File: src/rtl/nonconsec_pkg.sv
// rtl/nonconsec_pkg.sv - shared state type, LFSR taps and width defaults for nonconsec_pulse_gen
package nonconsec_pkg;

  typedef enum logic [1:0] {
    IDLE  = 2'd0,
    PULSE = 2'd1,
    GAP   = 2'd2,
    DONE  = 2'd3
  } state_t;

  // Fibonacci taps 8,6,5,4 expressed as bit positions 7,5,4,3
  localparam logic [7:0] LFSR_TAPS     = 8'hB8;
  localparam int         CNT_W_DEF     = 4;
  localparam int         GAP_W_DEF     = 4;
  localparam logic [7:0] LFSR_SEED_DEF = 8'hA5;

  function automatic logic [7:0] lfsr_step(input logic [7:0] q);
    return {q[6:0], ^(q & LFSR_TAPS)};
  endfunction

endpackage

File: src/rtl/nonconsec_pulse_gen_lfsr8.sv
// rtl/nonconsec_pulse_gen_lfsr8.sv - 8-bit maximal-length LFSR used for gap jitter
module lfsr8
  import nonconsec_pkg::*;
(
  input  logic       clk,
  input  logic       rst,
  input  logic [7:0] seed,
  output logic [7:0] q
);

  // Free-running shift register; seed must be nonzero to stay out of the lock-up state
  always_ff @(posedge clk) begin
    if (rst) begin
      q <= seed;
    end else begin
      q <= lfsr_step(q);
    end
  end

endmodule

File: src/rtl/nonconsec_pulse_gen.sv
// rtl/nonconsec_pulse_gen.sv - emits N non-consecutive b pulses per rising edge of a (optional JITTER_EN)
module nonconsec_pulse_gen
  import nonconsec_pkg::*;
#(
  parameter int         CNT_W     = CNT_W_DEF,
  parameter int         GAP_W     = GAP_W_DEF,
  parameter logic [7:0] LFSR_SEED = LFSR_SEED_DEF
) (
  input  logic             clk,
  input  logic             rst,
  input  logic             a,
  input  logic [CNT_W-1:0] cnt_cfg,
  input  logic [GAP_W-1:0] gap_cfg,
  output logic             b,
  output logic             busy,
  output logic             done,
  output logic             ovr
);

  // Two extra bits so that G plus up to 3 cycles of jitter never wraps
  localparam int GCW = GAP_W + 2;

  state_t           state, state_nxt;
  logic             a_q;
  logic             rise;
  logic [CNT_W-1:0] pulse_cnt, pulse_nxt;
  logic [GAP_W-1:0] g_lat, g_nxt;
  logic [GCW-1:0]   gap_cnt, gap_nxt, gap_load;
  logic [1:0]       jitter;

`ifdef JITTER_EN
  logic [7:0] lfsr_q;
  logic       unused_lfsr;

  lfsr8 u_lfsr (
    .clk  (clk),
    .rst  (rst),
    .seed (LFSR_SEED),
    .q    (lfsr_q)
  );

  assign jitter      = lfsr_q[1:0];
  assign unused_lfsr = ^lfsr_q[7:2];
`else
  logic unused_seed;

  assign jitter      = 2'b00;
  assign unused_seed = ^LFSR_SEED;
`endif

  assign rise     = a & ~a_q;
  assign gap_load = GCW'(g_lat) + GCW'(jitter);

  // Next-state and counter updates; rises outside IDLE leave the burst untouched
  always_comb begin
    state_nxt = state;
    pulse_nxt = pulse_cnt;
    gap_nxt   = gap_cnt;
    g_nxt     = g_lat;
    case (state)
      IDLE: begin
        if (rise) begin
          g_nxt     = gap_cfg;
          pulse_nxt = cnt_cfg;
          state_nxt = (cnt_cfg != '0) ? PULSE : DONE;
        end
      end
      PULSE: begin
        pulse_nxt = pulse_cnt - CNT_W'(1);
        if (pulse_cnt == CNT_W'(1)) begin
          state_nxt = DONE;
        end else begin
          state_nxt = GAP;
          gap_nxt   = gap_load;
        end
      end
      GAP: begin
        if (gap_cnt == '0) begin
          state_nxt = PULSE;
        end else begin
          gap_nxt = gap_cnt - GCW'(1);
        end
      end
      DONE: begin
        state_nxt = IDLE;
      end
      default: begin
        state_nxt = IDLE;
      end
    endcase
  end

  // State, counters and outputs registered together so outputs follow the new state
  always_ff @(posedge clk) begin
    if (rst) begin
      state     <= IDLE;
      a_q       <= 1'b0;
      pulse_cnt <= '0;
      gap_cnt   <= '0;
      g_lat     <= '0;
      b         <= 1'b0;
      busy      <= 1'b0;
      done      <= 1'b0;
      ovr       <= 1'b0;
    end else begin
      state     <= state_nxt;
      a_q       <= a;
      pulse_cnt <= pulse_nxt;
      gap_cnt   <= gap_nxt;
      g_lat     <= g_nxt;
      b         <= (state_nxt == PULSE);
      busy      <= (state_nxt != IDLE);
      done      <= (state_nxt == DONE);
      ovr       <= rise & (state != IDLE);
    end
  end

endmodule

File: config.mk
export PLATFORM = sky130hd
export DESIGN_NAME = nonconsec_pulse_gen
export DESIGN_NICKNAME = d
export VERILOG_FILES = /design/src/rtl/nonconsec_pkg.sv /design/src/rtl/nonconsec_pulse_gen_lfsr8.sv /design/src/rtl/nonconsec_pulse_gen.sv
export SDC_FILE = /design/constraint.sdc
export NUM_CORES = 1
export LEC_CHECK = 0
export CAP_MARGIN = 5
export CORE_MARGIN = 3
export CORE_UTILIZATION = 52
export CTS_CLUSTER_SIZE = 25
export DETAILED_ROUTE_END_ITERATION = 10
export GPL_ROUTABILITY_DRIVEN = 0
export GPL_TIMING_DRIVEN = 0
export PLACE_DENSITY_LB_ADDON = 0.2
export SLEW_MARGIN = 20
export SYNTH_ARGS = -nofsm -noshare
export SYNTH_HDL_FRONTEND = slang
export SYNTH_SLANG_ARGS = --single-unit
File: constraint.sdc
create_clock -name clk -period 1.75 [get_ports clk]
set_input_delay 0.175 -clock clk [delete_from_list [all_inputs] [get_ports clk]]
set_output_delay 0.175 -clock clk [all_outputs]
set_load 0.005 [all_outputs]
# Yosys cells after proc, flatten, opt, wreduce, memory -nomap -nowiden
# Index checks and enable logic that the tools add are counted.
[totals]
regBits = 21
inputBits = 11
output_inout_bits = 4
word_cells = 43
[op_classes]
addsub = 2
eq_ne = 9
muxes = 10
n_bitwise = 3
reduce_logical = 10
[op_table]
columns = ["cell", "n"]
rows = [
  ["$mux W6", 2],
  ["$pmux W6 S2", 1],
  ["$pmux W2 S4", 1],
  ["$pmux W4 S2", 1],
  ["$reduce_bool A2 Y1", 4],
  ["$eq A2 B2 Y1 const B", 3],
  ["$logic_not A6 Y1", 1],
  ["$mux W2", 3],
  ["$ne A2 B2 Y1 const B", 3],
  ["$sub A6 B1 Y6 const B", 1],
  ["$eq A2 B1 Y1 const B", 2],
  ["$eq A4 B1 Y1 const B", 1],
  ["$mux W4", 1],
  ["$reduce_and A2 Y1", 2],
  ["$reduce_bool A4 Y1", 1],
  ["$sub A4 B1 Y4 const B", 1],
  ["$reduce_and A3 Y1", 1],
  ["$and A1 B1 Y1", 2],
  ["$logic_not A2 Y1", 1],
  ["$mux W1", 1],
  ["$not A1 Y1", 1],
]

# Logic depth before layout (Yosys ltp)
[logic_depth]
depth_word = 5
ltp_mapped = 6
ltp_nobuf = 6

# Worst setup path after synthesis
# Ideal clock, no wire load.
[synth_path]
path_type = "register -> register"
from = "register state[1]"
to = "register pulse_cnt[1]"
setup_ns = 0.129
t_arrival_ns = 1.286
slack_ns = 0.335
stages_incl_launch_ff = 5
n_path_buf = 0
synth_period_minus_slack_ns = 1.415
cell_sequence = "dfxtp_1 > nor4b_4 > nor2_2 > a221oi_2 > nor2_1"
[synth_between]
elab_chain_len = 3
[synth_lines]
columns = ["item", "line", "source"]
rows = [
  ["start: declaration", "nonconsec_pulse_gen.sv:23", "state_t state, state_nxt;"],
  ["start signal: assignment", "nonconsec_pulse_gen.sv:106", "state <= state_nxt;"],
  ["$eq A2 B1 Y1 or $logic_not A2 Y1 (tied branches)", "nonconsec_pulse_gen.sv:60", "case (state)"],
  ["$reduce_bool A2 Y1 (no line) or $ne A2 B2 Y1 (tied branches)", "-", ""],
  ["$reduce_and A2 Y1 (no line)", "-", ""],
  ["end signal: assignment", "nonconsec_pulse_gen.sv:108", "pulse_cnt <= pulse_nxt;"],
  ["end: declaration", "nonconsec_pulse_gen.sv:26", "logic [CNT_W-1:0] pulse_cnt, pulse_nxt;"],
]
# Parallel ways exist; a longest one is shown, timed or not.
# A chain may end at the register's enable or synchronous reset.

# Final worst setup path
[layout_path]
from = "register gap_cnt[0]"
to = "register gap_cnt[2]"
[layout_between]
elab_chain_len = 3
[layout_lines]
columns = ["item", "line", "source"]
rows = [
  ["start: declaration", "nonconsec_pulse_gen.sv:28", "logic [GCW-1:0] gap_cnt, gap_nxt, gap_load;"],
  ["start signal: assignment", "nonconsec_pulse_gen.sv:109", "gap_cnt <= gap_nxt;"],
  ["$sub A6 B1 Y6 or $logic_not A6 Y1 (tied branches)", "nonconsec_pulse_gen.sv:81, nonconsec_pulse_gen.sv:78", ""],
  ["$mux W6 or $ne A2 B2 Y1 (tied branches)", "-", ""],
  ["$pmux W6 S2 or $reduce_and A3 Y1 (tied branches)", "-", ""],
]
# Parallel ways exist; a longest one is shown, timed or not. The select of a mux whose other input is x is not followed.

==> impl_table.tex <==
\begin{tabular}{lr}
\hline
Metric & Value \\
\hline
\multicolumn{2}{l}{\textbf{Hold path}} \\
\quad Worst min-delay path class & in -> reg \\
\quad Startpoint of the worst hold path & gap\_cfg[1] \\
\multicolumn{2}{l}{\textbf{Power}} \\
\quad Overall power after layout & 1.08 mW \\
\quad Sequential cell fraction of total power & 51.1\% \\
\quad Power density of the placed cells & 830 nW/um2 \\
\quad Portion of total power attributed to the clock network & 22.5\% \\
\quad Leakage power total & 0.488 nW \\
\quad Cell Int Power & 745 uW \\
\quad Combinational share of power & 26.4\% \\
\quad Net switching power & 332 uW \\
\quad Worst vdd ir & 0.556 mV \\
\quad Switching Fraction & 30.9\% \\
\multicolumn{2}{l}{\textbf{Floorplanning}} \\
\quad Placeable core region & 1840 um2 \\
\quad Number of primary I/O pins & 15 \\
\quad Starting density of the core & 58.1\% \\
\quad Die area & 2630 um2 \\
\quad Number of standard-cell rows in the floorplan & 15 \\
\quad Die extent in x & 51.3 um \\
\quad Die Span Y & 51.3 um \\
\multicolumn{2}{l}{\textbf{Timing}} \\
\quad RSZ-0062 raised after global routing & false \\
\quad Total count of max-transition violations in the final report & 0 \\
\quad Setup ws final & 187 ps \\
\quad Final Hold Fails & 0 \\
\quad Top achievable clock speed & 640 MHz \\
\quad Actual transition at the worst max-transition pin & 521 ps \\
\quad Fin crit share & 89.3\% \\
\quad Setup-violating endpoint count in the final report & 0 \\
\quad Hold Slack & 395 ps \\
\quad Clock skew after layout & 6.26 ps \\
\quad Relative slew slack & 65.3\% \\
\quad Final period demand of the worst path & 1560 ps \\
\multicolumn{2}{l}{\textbf{Routing}} \\
\quad Total via count in the routed design & 951 \\
\quad Average routed wire per standard cell & 13.6 um \\
\quad Drt first pass iters & 4 \\
\quad Iteration-0 DRC Markers & 20 \\
\quad Via-per-instance ratio & 5.69 \\
\quad Remaining routing DRC violations & 0 \\
\quad Total Wirelength & 2.28 mm \\
\quad Routed Antenna Nets & 0 \\
\multicolumn{2}{l}{\textbf{Clock network}} \\
\quad CTS sink cnt & 21 \\
\quad Clock-pin slew reported for the worst setup and hold paths after clock tree synthesis & 120 ps \\
\quad Number of H-tree branching levels & 1 \\
\quad CTS tree & built \\
\quad Clock Tree Buf Depth & 2 \\
\quad Worst-skew pair later-pin latency & 310 ps \\
\quad Clock tree root buffer cell & clkbuf\_4 \\
\quad \# resized after CTS & 0 \\
\quad Num CTS Buffers & 3 \\
\multicolumn{2}{l}{\textbf{Placed design}} \\
\quad Placed insts & 159 \\
\quad Placed wire-length estimate & 1.62 mm \\
\quad Minimum setup slack after placement & -181 ps \\
\quad Port Buffers & 14 \\
\multicolumn{2}{l}{\textbf{Global route}} \\
\quad Number of global-route vias before repair & 832 \\
\quad Pin count of the biggest net entering global routing & 13 \\
\quad Antenna violations before repair & 0 \\
\quad Global-route wire length before repair & 3.82 mm \\
\quad GRT Total Usage & 19.1\% \\
\quad Total overflow reported by the global router & 0 \\
\multicolumn{2}{l}{\textbf{Synth}} \\
\quad Netlist Area Pre-Place & 1070 um2 \\
\quad Number of distinct library cells after synthesis & 39 \\
\quad Number of cells produced by synthesis & 120 \\
\quad Simple logic cell fraction of the synthesized area & 28.7\% \\
\quad Synth Net Count & 135 \\
\quad Fraction of synthesized area in multiplexers & 0\% \\
\quad Synthesized area per cell & 8.90 um2 \\
\quad EDFF count, synth & 0 \\
\quad Main combinational cell family by area after synthesis & simple AND/OR/NAND/NOR gates \\
\quad Top-area cell type share of the netlist area & 39.3\% \\
\quad Async set or reset register ratio after synthesis & 0\% \\
\quad Compound-cell area share of the yosys netlist & 23.8\% \\
\quad Sequential fraction of the synthesis area & 39.3\% \\
\quad Synth Warn \# & 0 \\
\quad Library cell occupying the most area in the post-synthesis netlist & dfxtp\_1 \\
\quad Library cell with the highest instance count after synthesis & dfxtp\_1 \\
\quad Top cells by count, synth & dfxtp\_1, a21oi\_1, nand2\_1 \\
\quad Fraction of the mapped netlist area in adder cells & 4.68\% \\
\quad XOR/XNOR share of the synthesized area & 0\% \\
\quad FF+latch count, synth & 21 \\
\quad Flip-flop cell with the highest count after synthesis & dfxtp\_1 \\
\quad Largest cells by area after synthesis & dfxtp\_1, a21oi\_1, nand2\_1, nor2\_1, ha\_1 \\
\multicolumn{2}{l}{\textbf{Worst setup path}} \\
\quad Slowest cell on the critical path & dfxtp\_1 \\
\quad Data arrival at the endpoint of the critical path & 1790 ps \\
\quad Nature of the critical path endpoint & register \\
\quad Critical path origin & gap\_cnt[0]\$\_SDFFE\_PP0P\_ \\
\quad Worst Path Buf+Inv & 1 \\
\quad Critical register-to-register path startpoint & gap\_cnt[0]\$\_SDFFE\_PP0P\_ \\
\quad Startpoint-to-endpoint class of the critical path & reg -> reg \\
\quad Peak fanout along the critical path & 9 \\
\quad Gate family responsible for the most delay along the worst path & compound AO/OA/AOI/OAI gates \\
\quad Kind of launch point of the worst setup path & register \\
\quad Data required, critical path & 1980 ps \\
\quad Chain of cells forming the critical path & inv\_1 -> ha\_1 -> nor2b\_1 -> a21o\_4 -> and2\_4 -> o32ai\_1 \\
\quad Longest individual stage delay on the worst path & 400 ps \\
\multicolumn{2}{l}{\textbf{Layout}} \\
\quad Area of combinational cells with multiple inputs & 611 um2 \\
\quad P\&R area growth vs syn & 21.4\% \\
\quad Layout fillers & 161 \\
\quad Register area & 420 um2 \\
\quad Number of nets in the finished design & 158 \\
\quad Final Instance Count excl. Fillers & 167 \\
\quad Layout cells sized above 1 & 16.9\% \\
\quad Count of inserted antenna diode cells & 0 \\
\multicolumn{2}{l}{\textbf{Status}} \\
\quad Run status & finished, final reports clean \\
\multicolumn{2}{l}{\textbf{Run}} \\
\quad Number of maximum-capacitance violations & 0 \\
\hline
\end{tabular}
per-stage QoR:
step | instance area, um2 | utilization, % | setup TNS (ps)
6_report | 1300 | 70.5 | 0
5_1_grt | 1300 | 70.5 | 0
4_1_cts | 1270 | 68.9 | 0
3_5_place_dp | 1240 | 67.4 | -560
3_3_place_gp | 1240 | 67.4 | -298
2_1_floorplan | 1070 | - | 0
tightest hold or removal path, cell delays in order:
cell and delay [ps]:
clkdlybuf4s50_1 390, nand2_1 50, a21oi_1 50
power groups by stage:
| stage | Sequential (mW) | Combinational [mW] | Clock (mW) |
|---|---|---|---|
| after global placement | 0.558 | 0.262 | 0 |
| after CTS | 0.549 | 0.271 | 0.248 |
| after global routing | 0.557 | 0.313 | 0.266 |
| after floorplan | 0.554 | 0.187 | 0 |
| after detailed placement | 0.560 | 0.269 | 0 |
| final | 0.550 | 0.285 | 0.242 |
path summary, 6_finish.rpt:
| check | slack (ps) | end | depth (start not counted) |
|---|---|---|---|
| min reg2reg | 470 | g_lat[2]$_SDFFE_PP0P_ | 2 |
| max reg2reg | 190 | gap_cnt[2]$_SDFFE_PP0P_ | 6 |
| min | 400 | g_lat[1]$_SDFFE_PP0P_ | 3 |
| max | 190 | gap_cnt[2]$_SDFFE_PP0P_ | 6 |
routing by layer:
layer	routed length (um)	GRT usage, %	vias up
met1	1060	24.4	452
met3	127	4.08	4
li1	-	-	470
met5	0	0	-
met4	20	3.93	0
met2	1070	32.8	25
state kept, by name, indices dropped and copies added (netlist names):
register   count
gap_cnt        6
g_lat          4
pulse_cnt      4
state          2
a_q            1
b              1
busy           1
done           1
ovr            1
cells in the final DEF (no fill, tap or decap), drive strengths merged, types with 2 or more instances in the layout:
| cell type | count |
|---|---|
| nor2b | 3 |
| and3 | 2 |
| nor2 | 15 |
| ha | 4 |
| nand2b | 4 |
| nand2 | 16 |
| buf | 5 |
| nor3 | 4 |
| clkdlybuf4s50 | 14 |
| a21oi | 15 |
| and2b | 2 |
| inv | 6 |
| clkbuf | 4 |
| dfxtp | 21 |
| o32ai | 4 |
| o21ai | 3 |
| nand3 | 3 |
what timing repair did:
item / in CTS / in global routing
hold buffers: 0 / 0
setup buffers: 0 / 4
setup endpoints to repair: 0 / 2
area by class of cell:
cell class                      count  share of cell area (%)
Buffer                              2                    1.16
Multi-Input combinational cell     91                    47.1
Clock inverter                      1                   0.386
Timing Repair Buffer               18                    13.1
Clock buffer                        3                    1.74
Sequential cell                    21                    32.4
Inverter                            6                    1.74
Tap cell                           25                    2.41
logic make-up after synthesis:
| family | after synthesis |
|---|---|
| AO/OA/AOI/OAI | 32 |
| adder cells (fa/ha/maj) | 4 |
| buffers and inverters | 8 |
| flip-flops | 21 |
| AND/OR/NAND/NOR | 55 |
Power figures use the tool's default switching activity.
